[src/rtl/individual_scorer.sv]
// Self-test scorer for a LANES-wide array of 2x2 unsigned multipliers: drives LFSR or
// exhaustive stimulus, compares candidate outputs to the true products, counts bad bits.
module individual_scorer #(
  parameter int LANES = 16,
  parameter int SUM_W = 24
) (
  input  logic             clk,
  input  logic             rst_n,
  input  logic             start,
  input  logic             mode,
  input  logic [15:0]      num_vectors,
  input  logic [63:0]      seed,
  output logic [LANES-1:0] a1,
  output logic [LANES-1:0] a0,
  output logic [LANES-1:0] b1,
  output logic [LANES-1:0] b0,
  input  logic [LANES-1:0] y3,
  input  logic [LANES-1:0] y2,
  input  logic [LANES-1:0] y1,
  input  logic [LANES-1:0] y0,
  output logic             busy,
  output logic             done,
  output logic [SUM_W-1:0] err_sum,
  output logic             perfect
);

  localparam int VW = 4 * LANES;
  localparam int CW = $clog2(VW + 1);
  localparam int AW = ((SUM_W > CW) ? SUM_W : CW) + 1;

  typedef enum logic [1:0] {IDLE, RUN, DRAIN, DONE} state_t;

  state_t          state_q;
  logic            mode_q;
  logic [15:0]     rem_q;
  logic [63:0]     lfsr_q;
  logic [3:0]      cnt_q;
  logic            drain_q;
  logic [VW-1:0]   stim_q;
  logic            busy_q;
  logic            done_q;
  logic            perfect_q;

  logic [VW-1:0]   mis_d, mis_q;
  logic            mis_vld_q;
  logic [CW-1:0]   pop_c;
  logic [AW-1:0]   sum_wide;
  logic [SUM_W-1:0] err_sum_d, err_sum_q;
  logic [SUM_W-1:0] sat_max;

  logic [63:0]     seed_eff;
  logic [VW-1:0]   seed_vec;
  logic [VW-1:0]   lfsr_vec;
  logic            start_acc;

  // Taps 64,63,61,60 in 1-based numbering are bits 63,62,60,59.
  function automatic logic [63:0] lfsr_step(input logic [63:0] s);
    return {s[62:0], s[63] ^ s[62] ^ s[60] ^ s[59]};
  endfunction

  function automatic logic [VW-1:0] ctr_vec(input logic [3:0] k);
    return {{LANES{k[3]}}, {LANES{k[2]}}, {LANES{k[1]}}, {LANES{k[0]}}};
  endfunction

  assign seed_eff  = (seed == 64'd0) ? 64'h1 : seed;
  assign seed_vec  = seed_eff[63 -: VW];
  assign lfsr_vec  = lfsr_q[63 -: VW];
  assign start_acc = (state_q == IDLE) && start;

  // Control FSM; stimulus register is only non-zero while in RUN.
  always_ff @(posedge clk or negedge rst_n) begin
    if (!rst_n) begin
      state_q   <= IDLE;
      mode_q    <= 1'b0;
      rem_q     <= '0;
      lfsr_q    <= '0;
      cnt_q     <= '0;
      drain_q   <= 1'b0;
      stim_q    <= '0;
      busy_q    <= 1'b0;
      done_q    <= 1'b0;
      perfect_q <= 1'b0;
    end else begin
      done_q <= 1'b0;
      case (state_q)
        IDLE: begin
          if (start) begin
            mode_q    <= mode;
            cnt_q     <= 4'd1;
            drain_q   <= 1'b0;
            busy_q    <= 1'b1;
            perfect_q <= 1'b0;
            lfsr_q    <= lfsr_step(seed_eff);
            if (num_vectors == 16'd0) begin
              state_q <= DRAIN;
              stim_q  <= '0;
            end else begin
              state_q <= RUN;
              rem_q   <= num_vectors - 16'd1;
              stim_q  <= mode ? ctr_vec(4'd0) : seed_vec;
            end
          end
        end
        RUN: begin
          if (rem_q == 16'd0) begin
            state_q <= DRAIN;
            stim_q  <= '0;
            drain_q <= 1'b0;
          end else begin
            rem_q  <= rem_q - 16'd1;
            stim_q <= mode_q ? ctr_vec(cnt_q) : lfsr_vec;
            lfsr_q <= lfsr_step(lfsr_q);
            cnt_q  <= cnt_q + 4'd1;
          end
        end
        DRAIN: begin
          // Two drain cycles let the last vector clear both pipeline stages.
          if (drain_q) begin
            state_q   <= DONE;
            done_q    <= 1'b1;
            perfect_q <= (err_sum_q == '0);
          end else begin
            drain_q <= 1'b1;
          end
        end
        DONE: begin
          state_q <= IDLE;
          busy_q  <= 1'b0;
        end
        default: state_q <= IDLE;
      endcase
    end
  end

  assign a1 = stim_q[4*LANES-1 -: LANES];
  assign a0 = stim_q[3*LANES-1 -: LANES];
  assign b1 = stim_q[2*LANES-1 -: LANES];
  assign b0 = stim_q[LANES-1:0];

  // Stage 1: true product per lane, XOR against the candidate response.
  always_comb begin
    logic [3:0] prod;
    mis_d = '0;
    prod  = '0;
    for (int i = 0; i < LANES; i++) begin
      prod = 4'({a1[i], a0[i]}) * 4'({b1[i], b0[i]});
      mis_d[3*LANES+i] = prod[3] ^ y3[i];
      mis_d[2*LANES+i] = prod[2] ^ y2[i];
      mis_d[LANES+i]   = prod[1] ^ y1[i];
      mis_d[i]         = prod[0] ^ y0[i];
    end
  end

  // Stage 2: popcount and saturating accumulate.
  always_comb begin
    pop_c = '0;
    for (int i = 0; i < VW; i++) begin
      pop_c = pop_c + CW'(mis_q[i]);
    end
  end

  assign sat_max  = '1;
  assign sum_wide = AW'(err_sum_q) + AW'(pop_c);

  always_comb begin
    err_sum_d = err_sum_q;
    if (start_acc) begin
      err_sum_d = '0;
    end else if (mis_vld_q) begin
      err_sum_d = (sum_wide > AW'(sat_max)) ? sat_max : sum_wide[SUM_W-1:0];
    end
  end

  always_ff @(posedge clk or negedge rst_n) begin
    if (!rst_n) begin
      mis_q     <= '0;
      mis_vld_q <= 1'b0;
      err_sum_q <= '0;
    end else begin
      mis_q     <= mis_d;
      mis_vld_q <= (state_q == RUN);
      err_sum_q <= err_sum_d;
    end
  end

  assign busy    = busy_q;
  assign done    = done_q;
  assign err_sum = err_sum_q;
  assign perfect = perfect_q;

endmodule

[config.mk]
export PLATFORM = sky130hd
export DESIGN_NAME = individual_scorer
export DESIGN_NICKNAME = d
export VERILOG_FILES = /design/src/rtl/individual_scorer.sv
export SDC_FILE = /design/constraint.sdc
export NUM_CORES = 1
export LEC_CHECK = 0
export CORE_UTILIZATION = 60
export CTS_CLUSTER_DIAMETER = 50
export DETAILED_ROUTE_END_ITERATION = 16
export DONT_BUFFER_PORTS = 1
export GPL_TIMING_DRIVEN = 0
export PLACE_DENSITY = 0.79
export REMOVE_ABC_BUFFERS = 1
export SLEW_MARGIN = 20
export SYNTH_ARGS = -nofsm -noshare
export SYNTH_HDL_FRONTEND = slang
export SYNTH_SLANG_ARGS = --single-unit
[constraint.sdc]
create_clock -name clk -period 13.7 [get_ports clk]
set_input_delay 2.055 -clock clk [delete_from_list [all_inputs] [get_ports clk]]
set_output_delay 2.055 -clock clk [all_outputs]
set_load 0.02 [all_outputs]
* Word-level counts from Yosys, hierarchy flattened *
Cells that the tools add are included.

operators by class
  eq/ne operators = 8
  $lt $le $gt $ge = 1
  $add $sub $neg = 67
  bitwise logic cells = 70
  reductions and logical operators = 19
  multipliers = 16
  muxes and demuxes = 34

operator list
  operator                                                                count
  64-bit 2-to-1 mux                                                       8
  7-bit by 1-bit adder with 7-bit output                                  57
  64-bit one-hot mux with 2 select lines                                  2
  24-bit 2-to-1 mux                                                       3
  1-bit bitwise XOR                                                       70
  64-bit zero test                                                        1
  2-bit by 2-bit multiplier with 4-bit output                             16
  16-bit 2-to-1 mux                                                       3
  16-bit zero test                                                        2
  16-bit one-hot mux with 2 select lines                                  1
  16-bit by 1-bit subtractor with 16-bit output, second input constant    2
  24-bit by 7-bit adder with 25-bit output                                1
  25-bit by 24-bit > comparator with 1-bit output, second input constant  1
  24-bit zero test                                                        1
  3-bit AND reduction                                                     4
  2-bit inequality test, second input constant                            5
  2-bit 2-to-1 mux                                                        4
  4-bit 2-to-1 mux                                                        2
  2-bit one-hot mux with 4 select lines                                   1
  4-bit one-hot mux with 2 select lines                                   1
  2-bit nonzero test                                                      4
  6-bit by 1-bit adder with 7-bit output                                  1
  5-bit by 1-bit adder with 6-bit output                                  1
  1-bit 2-to-1 mux                                                        6
  14 further kinds                                                        18

storage, ports and cells
  input port bits = 148
  register bits = 244
  output and inout port bits = 91

* Depth between registers and ports, before layout *
Gate-level depths: netlist of run 1.

  depth after elaboration = 68
  depth in mapped cells = 22
  depth with buffers taken out = 21

* Worst setup path before layout of run 1 *
No wires, ideal clock.

  kind = reg2reg
  start point = register err_sum_q[0], in the netlist err_sum[0]
  end point = register err_sum_q[15], in the netlist err_sum[15]
  cell stages (with the launch flop) = 20
  data arrival time = 6405 ps
  data required time = 13553 ps
  period minus slack after synthesis = 6552 ps
  path slack = 7148 ps
  path buffers = 0
  cell sequence = dfrtp_1 -> fa_1 -> inv_1 -> fa_1 -> inv_1 -> fa_1 -> fa_1 -> fa_1 -> fa_1 -> fa_1 -> inv_1 -> fa_1 -> inv_1 -> fa_1 -> a211oi_1 -> nor3_1 -> o211ai_1 -> a21boi_1 -> nor2b_1 -> a311oi_1

between the ends
  cells in the longest elaborated chain, start to end = 5

ends and longest elaborated chain
  item                                             line  text
  from (decl)                                      48    logic [SUM_W-1:0] err_sum_d, err_sum_q;
  from (signal assigned)                           182   err_sum_q <= err_sum_d;
  24-bit by 7-bit adder with 25-bit output *       163   assign sum_wide = AW'(err_sum_q) + AW'(pop_c);
  25-bit by 24-bit > comparator with 1-bit output  170   err_sum_d = (sum_wide > AW'(sat_max)) ? sat_max : sum_wide[SUM_W-1:0];
  24-bit 2-to-1 mux *                              170
  24-bit 2-to-1 mux *                              169   end else if (mis_vld_q) begin
  24-bit 2-to-1 mux *                              167   if (start_acc) begin

Every way passes the cells marked *; elsewhere a longest branch is shown, timed or not. The select of a mux whose other input is x is not followed.
A chain may end at the register's enable or synchronous reset.

* Worst setup path in the final report of run 1 *
Ends and elaborated chain as after synthesis.

==> results_dict.tcl, run 1 <==
set metrics [dict create \
    cts-root-buf "clkbuf_16" \
    postRouteAntennaNets 0 \
    critical_path_class "flop to flop" \
    h-tree-depth 2 \
    drt-pass1-iter-count 8 \
    core-area_um2 23600 \
    setup_viol 0 \
    cp_top_family "adder cells" \
    grtUsageTotal_pct 33.1 \
    synthToLayoutAreaGrowth_pct 10.8 \
    vias 10900 \
    netlist-cell-type-count 71 \
    path_buf_inv 2 \
    n_fill_cell 1763 \
    relSlewSlack_pct 27.6 \
    cp_common_cell "fa_1" \
    cts.path.max_buffers 3 \
    vias_per_cell 6.30 \
    hold_viol_final 0 \
    hold_class "flop to flop" \
    start_util_pct 61.4 \
    yosysMostFrequentCell "dfrtp_1" \
    seq_area_um2 6110 \
    dieArea_um2 24800 \
    cts_sinks 244 \
    cp.required_ps 14050 \
    io_pins 239 \
    dieHeight_um 157 \
    synthTopCellsByArea "dfrtp_1 42%, fa_1 7.7%, ha_1 5.6%" \
    worst-slew-pin-transition_ps 1080 \
    synth_common_cells "244 x dfrtp_1, 121 x nand2_1, 102 x inv_1, 90 x o21ai_0, 87 x a21oi_1" \
    antenna_found_initial 1 \
    clk_pin_slew_worst_paths_ps 60 \
    rsz0062_at_grt "false" \
    status "finished, final reports clean" \
    ff2ff_setup_slack_ps 5930 \
    synthArstFlopShare_pct 100 \
    slowest_delay_ps 880 \
    max_freq_mhz 129 \
    final.period_utilization_pct 56.7 \
    highest_layer "met5" \
    syn_avg_cell_area_um2 10.3 \
    yosys.area.top_type "dfrtp_1" \
    synth_flop_cell "dfrtp_1" \
    critical_path_arrival_ps 8110 \
    first_global_vias 10900 \
    route.detailed.drc 0 \
    wl_met2_um 19300 \
    synth_top_cell_area_share_pct 42.1 \
    wl_um 40500 \
    cts_resized 0 \
    syn_inst 1403 \
    synth_edf_count 0 \
    wl_met3_um 3670 \
    cts_tree "built" \
    place_congestion 0.912 \
    multi_input_area_um2 7710 \
    ctsHoldBuffers 0 \
    avgRoutedWirePerCell_um 23.5 \
    grt_max_degree 245 \
    crit_path_start_kind "flop" \
    yosysSeqAreaShare_pct 42.1 \
    cp_slowest_cell "o211ai_1" \
    drt_iter0_markers 777 \
    layout-drive-gt1-share_pct 6.33 \
    post_cts_buffers 0 \
    die_w_um 157 \
    drv_cap 0 \
    syn_area_um2 14500 \
    grt_pass1_wl_um 61300 \
    slew_viol_final 0 \
    synth_warnings 0 \
    final_nets 1652 \
    layout_setup_ws_ps 5930 \
    dp_slack_ps 5950 \
    post-dp-hpwl_um 29000 \
    critPathCaptureType "flop" \
    drt-met1-wl_um 15700 \
    fin_skew_ps 11.6 \
    ys_ff_latch 244 \
    crit_fanout 14 \
    fp-row-count 56 \
    numCtsBuffers 34 \
    fin_crit_ps 7770 \
    clock_latency_ps 500 \
    grt-ovfl-total 0 \
    worstPathCellList "fa_1, inv_1, fa_1, fa_1, fa_1, fa_1, fa_1, fa_1, fa_1, fa_1, inv_1, fa_1, a211oi_1, nor3_1, o211ai_1, a21boi_1, nor2b_1, a311oi_1" \
    setup_tns_ps 0 \
    port_buffers 0 \
]
## placed cells by master (no fill, tap or decap), drive strengths merged, types with 4 or more instances in the layout
| master | synthesis | layout |
|---|---|---|
| nor4 | 28 | 28 |
| a211oi | 9 | 9 |
| a221o | 69 | 69 |
| and2 | 51 | 51 |
| or3 | 8 | 8 |
| ha | 65 | 65 |
| dfrtp | 244 | 244 |
| o21ai | 95 | 95 |
| nor3 | 14 | 14 |
| nand2 | 121 | 121 |
| mux2i | 70 | 70 |
| nor2b | 6 | 6 |
| nand4 | 11 | 11 |
| o211ai | 9 | 9 |
| xnor2 | 36 | 36 |
| o22ai | 5 | 5 |
| fa | 56 | 56 |
| a211o | 4 | 4 |
| inv | 102 | 104 |
| bufinv | 0 | 5 |
| a31oi | 13 | 13 |
| clkinv | 0 | 7 |
| clkbuf | 39 | 43 |
| o21a | 4 | 4 |
| nand2b | 75 | 75 |
| xor2 | 57 | 57 |
| a21oi | 88 | 88 |
| nor2 | 42 | 42 |
| nand3 | 8 | 8 |
| buf | 30 | 13 |
## tightest hold or removal path: stages (launching register included)
cell	delay, ps
dfrtp_1	360
nand2_1	50
o21ai_0	60
## per-layer routing
layer  vias to the layer above  GRT usage (%)
li1                       4867              -
met1                      5431           42.0
met2                       466           53.1
met3                       108           9.25
met4                         2           14.6
met5                         -              0
## cell families after synthesis
family                   after synthesis  share of synthesized area, %
AND/OR/NAND/NOR                      381                          14.0
AO/OA/AOI/OAI                        321                          15.0
flip-flops                           244                          42.1
buffers and inverters                171                          4.91
adder cells (fa/ha/maj)              121                          13.3
XOR/XNOR                              93                          5.62
multiplexers                          72                          4.99
## worst paths after layout
| check | depth (start not counted) | from | endpoint |
|---|---|---|---|
| min reg2reg | 2 | lfsr_q[36] | lfsr_q[36] |
| min | 2 | lfsr_q[36] | lfsr_q[36] |
| max in group asynchronous | 0 | rst_n | mis_q[47] |
| min in group asynchronous | 0 | rst_n | err_sum[17] |
| max reg2reg | 18 | err_sum[0] | err_sum[15] |
| max | 18 | err_sum[0] | err_sum[15] |
## final cells by class
cell class              count  share of cell area, %
multi-input cells         988                   48.0
flip-flops and latches    244                   38.0
clock buffers              43                   6.09
well taps                 319                   2.48
inverters                 102                   2.38
repair buffers             13                   1.57
clock inverters            15                   1.46
diodes                      1                 0.0156
## state kept, by name, summed over array words and instances (netlist names), 2 cells and up
register and cells:
cnt_q 4, err_sum 24, lfsr_q 64, mis_q 64
rem_q 16, state_q 2, stim_q 64
## through the flow
| step | area, µm² | hold slack [ps] | std cells | util (%) |
|---|---|---|---|---|
| 4_1_cts | 16100 | 510 | 1724 | 68.0 |
| 2_1_floorplan | 14200 | 472 | 1334 | - |
| 6_report | 16100 | 512 | 1725 | 68.1 |
| 5_1_grt | 16100 | 529 | 1724 | 68.0 |
| 3_5_place_dp | 14900 | 499 | 1666 | 62.9 |
| 3_3_place_gp | 14600 | 487 | 1653 | 61.7 |
Power of run 1 is left out: the tool's default activity adds up to more than one toggle a clock period on the data nets, which glitch-free logic cannot reach.
==> run 2, diff against run 1 <==
--- a/config.mk
+++ b/config.mk
@@ -5,7 +5,7 @@
 export SDC_FILE = /design/constraint.sdc
 export NUM_CORES = 1
 export LEC_CHECK = 0
-export CORE_UTILIZATION = 60
+export CORE_UTILIZATION = 58
 export CTS_CLUSTER_DIAMETER = 50
 export DETAILED_ROUTE_END_ITERATION = 16
 export DONT_BUFFER_PORTS = 1
==> constraint.sdc (replaced) <==
create_clock -name clk -period 7 [get_ports clk]
set_input_delay 1.05 -clock clk [delete_from_list [all_inputs] [get_ports clk]]
set_output_delay 1.05 -clock clk [all_outputs]
set_load 0.02 [all_outputs]
==> results_dict.tcl, run 2 (same netlist as run 1, synthesis figures left out) <==
set metrics [dict create \
    status "finished, final reports clean" \
    vias_per_cell 6.26 \
    grt_max_degree 245 \
    final_util_pct 65.1 \
    first_global_vias 11100 \
    route.detailed.drc 0 \
    worst-slew-pin-transition_ps 811 \
    ff2ff_setup_slack_ps 270 \
    final.period_utilization_pct 96.1 \
    dieHeight_um 160 \
    grt-ovfl-total 0 \
    final_cell_mix "242 x dfrtp_1, 121 x nand2_1, 102 x inv_1, 90 x o21ai_0, 87 x a21oi_1" \
    fin_skew_ps 11.5 \
    ctsHoldBuffers 0 \
    cts_sinks 244 \
    fin_crit_ps 6730 \
    hold_viol_final 0 \
    clock_latency_ps 540 \
    die_w_um 160 \
    avgRoutedWirePerCell_um 23.3 \
    cts_tree "built" \
    rsz0062_at_grt "false" \
    core-area_um2 24400 \
    whs_ps 213 \
    r2r-end "err_sum[15]" \
    layout_setup_ws_ps 274 \
    reg_top3 "lfsr_q (64), mis_q (64), stim_q (64)" \
    max_freq_mhz 149 \
    setup_viol 0 \
    wl_um 40200 \
    relSlewSlack_pct 45.8 \
    postRouteAntennaNets 0 \
    layout-drive-gt1-share_pct 6.36 \
    r2r-start "err_sum[0]" \
    crit_fanout 4 \
    grt_pass1_wl_um 62700 \
    diodes 0 \
    dp_slack_ps -946 \
    endpoint "err_sum[15]" \
    final_cells 1724 \
    critical_path_class "flop to flop" \
    place_congestion 0.917 \
    drt-pass1-iter-count 5 \
    crit_path_start_kind "flop" \
    cts.path.max_buffers 3 \
    fp-row-count 57 \
    antenna_found_initial 2 \
    grtUsageTotal_pct 31.7 \
    rr_worst_depth 18 \
    cp.required_ps 7390 \
    post-dp-hpwl_um 29600 \
    drt_iter0_markers 1019 \
    io_pins 239 \
    synthToLayoutAreaGrowth_pct 9.58 \
    hold_class "input pin to asynchronous set/reset pin" \
    drv_cap 0 \
    slew_viol_final 0 \
    critical_path_arrival_ps 7110 \
    numCtsBuffers 28 \
    cts-root-buf "clkbuf_16" \
    start_util_pct 59.4 \
    port_buffers 0 \
    vias 10800 \
    clk_pin_slew_worst_paths_ps 60 \
    final_nets 1649 \
    dieArea_um2 25600 \
    critPathCaptureType "flop" \
    n_fill_cell 1918 \
    critPathLaunch "err_sum[0]" \
    h-tree-depth 1 \
    final_common_cell "dfrtp_1" \
    dp.cells 1672 \
]
[run 2: area by class of cell]
type                       count  area [µm²]  area share, %
clock buffer                  40         807           5.08
multi-input combinational    988        7760           48.8
timing repair buffer          16         290           1.83
inverter                     102         383           2.41
clock inverter                10         135          0.851
tap                          324         405           2.55
sequential                   244        6110           38.5
[run 2: routing by layer]
layer / global-route usage [%] / up-vias / wire length, µm
met5: 0 / - / 0
met4: 13.4 / 0 / 1860
met3: 6.18 / 98 / 3050
met2: 51.4 / 468 / 19300
met1: 41.6 / 5357 / 16000
li1: - / 4863 / -
[run 2: repair_timing]
action,CTS,global route
setup endpoints to repair,18,12
buffers inserted,1,1
gates resized for setup,3,9
pin swaps,1,2
[run 2: worst min-delay path by stage]
stage / startpoint / to / slack, ps / depth (start not counted)
global placement: lfsr_q[0] / lfsr_q[0] / 490 / 2
finish: rst_n / err_sum[8] / 210 / 0
CTS: rst_n / state_q[0] / 200 / 0
global route: rst_n / err_sum[12] / 190 / 0
floorplan: drain_q / done / 470 / 2
detailed placement: lfsr_q[0] / lfsr_q[0] / 500 / 2
[run 2: through the flow]
| stage | TNS (ps) | area, µm² |
|---|---|---|
| 2_1_floorplan | -4310 | 14200 |
| 3_3_place_gp | -318990 | 14600 |
| 3_5_place_dp | -9110 | 14900 |
| 4_1_cts | 0 | 15800 |
| 5_1_grt | 0 | 15900 |
| 6_report | 0 | 15900 |
[run 2: worst max-delay path, stage by stage (launching register included)]
cell      delay, ps
dfrtp_2         500
fa_1            570
inv_1            70
fa_1            530
fa_1            440
fa_1            500
fa_1            510
fa_2            600
fa_1            440
fa_1            510
fa_1            210
inv_1            70
fa_2            390
a211oi_4        280
nor3_2           80
o211ai_1        280
a21boi_4        260
nor2b_2         210
a311oi_1        110
Power of run 2 is left out for the same reason.
==> run 3, diff against run 2 <==
--- a/config.mk
+++ b/config.mk
@@ -5,12 +5,12 @@
 export SDC_FILE = /design/constraint.sdc
 export NUM_CORES = 1
 export LEC_CHECK = 0
-export CORE_UTILIZATION = 58
+export CORE_UTILIZATION = 50
 export CTS_CLUSTER_DIAMETER = 50
 export DETAILED_ROUTE_END_ITERATION = 16
 export DONT_BUFFER_PORTS = 1
 export GPL_TIMING_DRIVEN = 0
-export PLACE_DENSITY = 0.79
+export PLACE_DENSITY = 0.71
 export REMOVE_ABC_BUFFERS = 1
 export SLEW_MARGIN = 20
 export SYNTH_ARGS = -nofsm -noshare
==> results_dict.tcl, run 3 (same netlist as run 1, synthesis figures left out) <==
set metrics [dict create \
    die_w_um 172 \
    final.period_utilization_pct 97.1 \
    fp-row-count 61 \
    vias_per_cell 6.04 \
    grt_max_degree 245 \
    grt_pass1_wl_um 62800 \
    max_freq_mhz 147 \
    hold_viol_final 0 \
    r2r-end "err_sum[15]" \
    cp_common_cell "fa_1" \
    avgRoutedWirePerCell_um 23.3 \
    reg_top3 "lfsr_q (64), mis_q (64), stim_q (64)" \
    critical_path_class "flop to flop" \
    cts.path.max_buffers 3 \
    route.detailed.drc 0 \
    fin_skew_ps 28.3 \
    first_global_vias 10900 \
    cp.required_ps 7360 \
    layout-drive-gt1-share_pct 7.10 \
    io_pins 239 \
    post-dp-hpwl_um 30800 \
    relSlewSlack_pct 43.4 \
    drt_iter0_markers 928 \
    rsz0062_at_grt "false" \
    numCtsBuffers 34 \
    cp_slowest_cell "fa_1" \
    grt-ovfl-total 0 \
    antenna_found_initial 0 \
    postRouteAntennaNets 0 \
    ff2ff_setup_slack_ps 200 \
    crit_path_start_kind "flop" \
    worst-slew-pin-transition_ps 841 \
    hold_class "input pin to asynchronous set/reset pin" \
    dieArea_um2 29700 \
    cts_sinks 244 \
    clock_latency_ps 520 \
    final_cell_mix "242 x dfrtp_1, 121 x nand2_1, 102 x inv_1, 90 x o21ai_0, 87 x a21oi_1" \
    r2r-start "err_sum[0]" \
    h-tree-depth 2 \
    final_nets 1655 \
    cp_top_family "adder cells" \
    drt-pass1-iter-count 5 \
    slowest_delay_ps 590 \
    synthToLayoutAreaGrowth_pct 11.3 \
    wl_um 41600 \
    port_buffers 0 \
    diodes 0 \
    status "finished, final reports clean" \
    start_util_pct 51.5 \
    placed_area_um2 14900 \
    cts-root-buf "clkbuf_16" \
    path_buf_inv 2 \
    dieHeight_um 172 \
    final_common_cell "dfrtp_1" \
    crit_fanout 4 \
    vias 10800 \
    rr_worst_depth 18 \
    slew_viol_final 0 \
    cts_tree "built" \
    fin_crit_ps 6800 \
    critPathCaptureType "flop" \
    place_congestion 0.913 \
    drv_cap 0 \
    setup_viol 0 \
    design_area_um2 16100 \
    core-area_um2 28200 \
    grtUsageTotal_pct 28.4 \
    clk_pin_slew_worst_paths_ps 60 \
    critical_path_arrival_ps 7160 \
    worstPathCellList "fa_1, inv_1, fa_1, fa_1, fa_1, fa_1, fa_1, fa_1, fa_1, fa_1, inv_1, fa_1, a211oi_4, nor3_2, o211ai_1, a21boi_2, nor2b_4, a311oi_1" \
]
==> run 3: cell types whose count changed in the layout (fill, tap and decap cells not counted), moves of 3 or more <==
| cell | before | now |
|---|---|---|
| clkbuf_1 | 7 | 3 |
| clkbuf_16 | 29 | 35 |
| clkinv_4 | 0 | 3 |
| clkinvlp_4 | 4 | 1 |
| inv_6 | 0 | 3 |
==> run 3: worst max path at each step <==
stage / startpoint / cells after the start / to / slack [ps]
3_3_place_gp: state_q[1] / 7 / rem_q[13] / -2930
5_1_grt: err_sum[0] / 18 / err_sum[11] / 2
6_report: err_sum[0] / 18 / err_sum[15] / 200
3_5_place_dp: err_sum[0] / 18 / err_sum[15] / -820
4_1_cts: err_sum[0] / 18 / err_sum[15] / 40
2_1_floorplan: state_q[1] / 7 / rem_q[13] / -390
==> run 3: final cells by class <==
type	instances	area, µm²
fillers	2403	12000
multi-input cells	988	7750
flip-flops and latches	244	6110
clock buffers	42	942
well taps	378	473
inverters	102	383
repair buffers	16	272
clock inverters	17	213
==> run 3: per-stage QoR <==
step	setup slack [ps]	TNS [ps]	hold WS (ps)	instances	utilization (%)
after floorplan	-389	-4310	472	1334	-
after global placement	-2930	-335810	487	1712	52.0
after detailed placement	-815	-7640	496	1726	53.0
after CTS	37.6	0	219	1786	57.2
after global routing	2.11	0	212	1787	57.3
final	203	0	241	1787	57.3
==> run 3: routing by layer <==
layer / wire [µm] / share of wire, % / up-vias / GRT usage [%]
li1: - / - / 4888 / -
met1: 16700 / 40 / 5418 / 36.2
met2: 20000 / 48 / 390 / 45.7
met3: 3110 / 7.5 / 94 / 7.12
met4: 1840 / 4.4 / 0 / 12.4
met5: 0 / 0 / - / 0
==> run 3: worst reg2reg max path: stages, from the launching register on <==
cell and delay [ps]:
dfrtp_2 490, fa_1 570, inv_1 60, fa_1 550
fa_1 450, fa_1 540, fa_1 440, fa_1 590
fa_1 470, fa_1 520, fa_1 240, inv_1 70
fa_1 460, a211oi_4 310, nor3_2 90, o211ai_1 260
a21boi_2 260, nor2b_4 190, a311oi_1 100
==> run 3: repair_timing <==
action | 4_1_cts | 5_1_grt
buffers inserted | 1 | 1
pin swaps | 1 | 2
endpoints found under the setup margin | 17 | 12
resized for setup | 2 | 7
hold buffers | 0 | 0
endpoints found under the hold margin | 0 | 0
Power of run 3 is left out for the same reason.
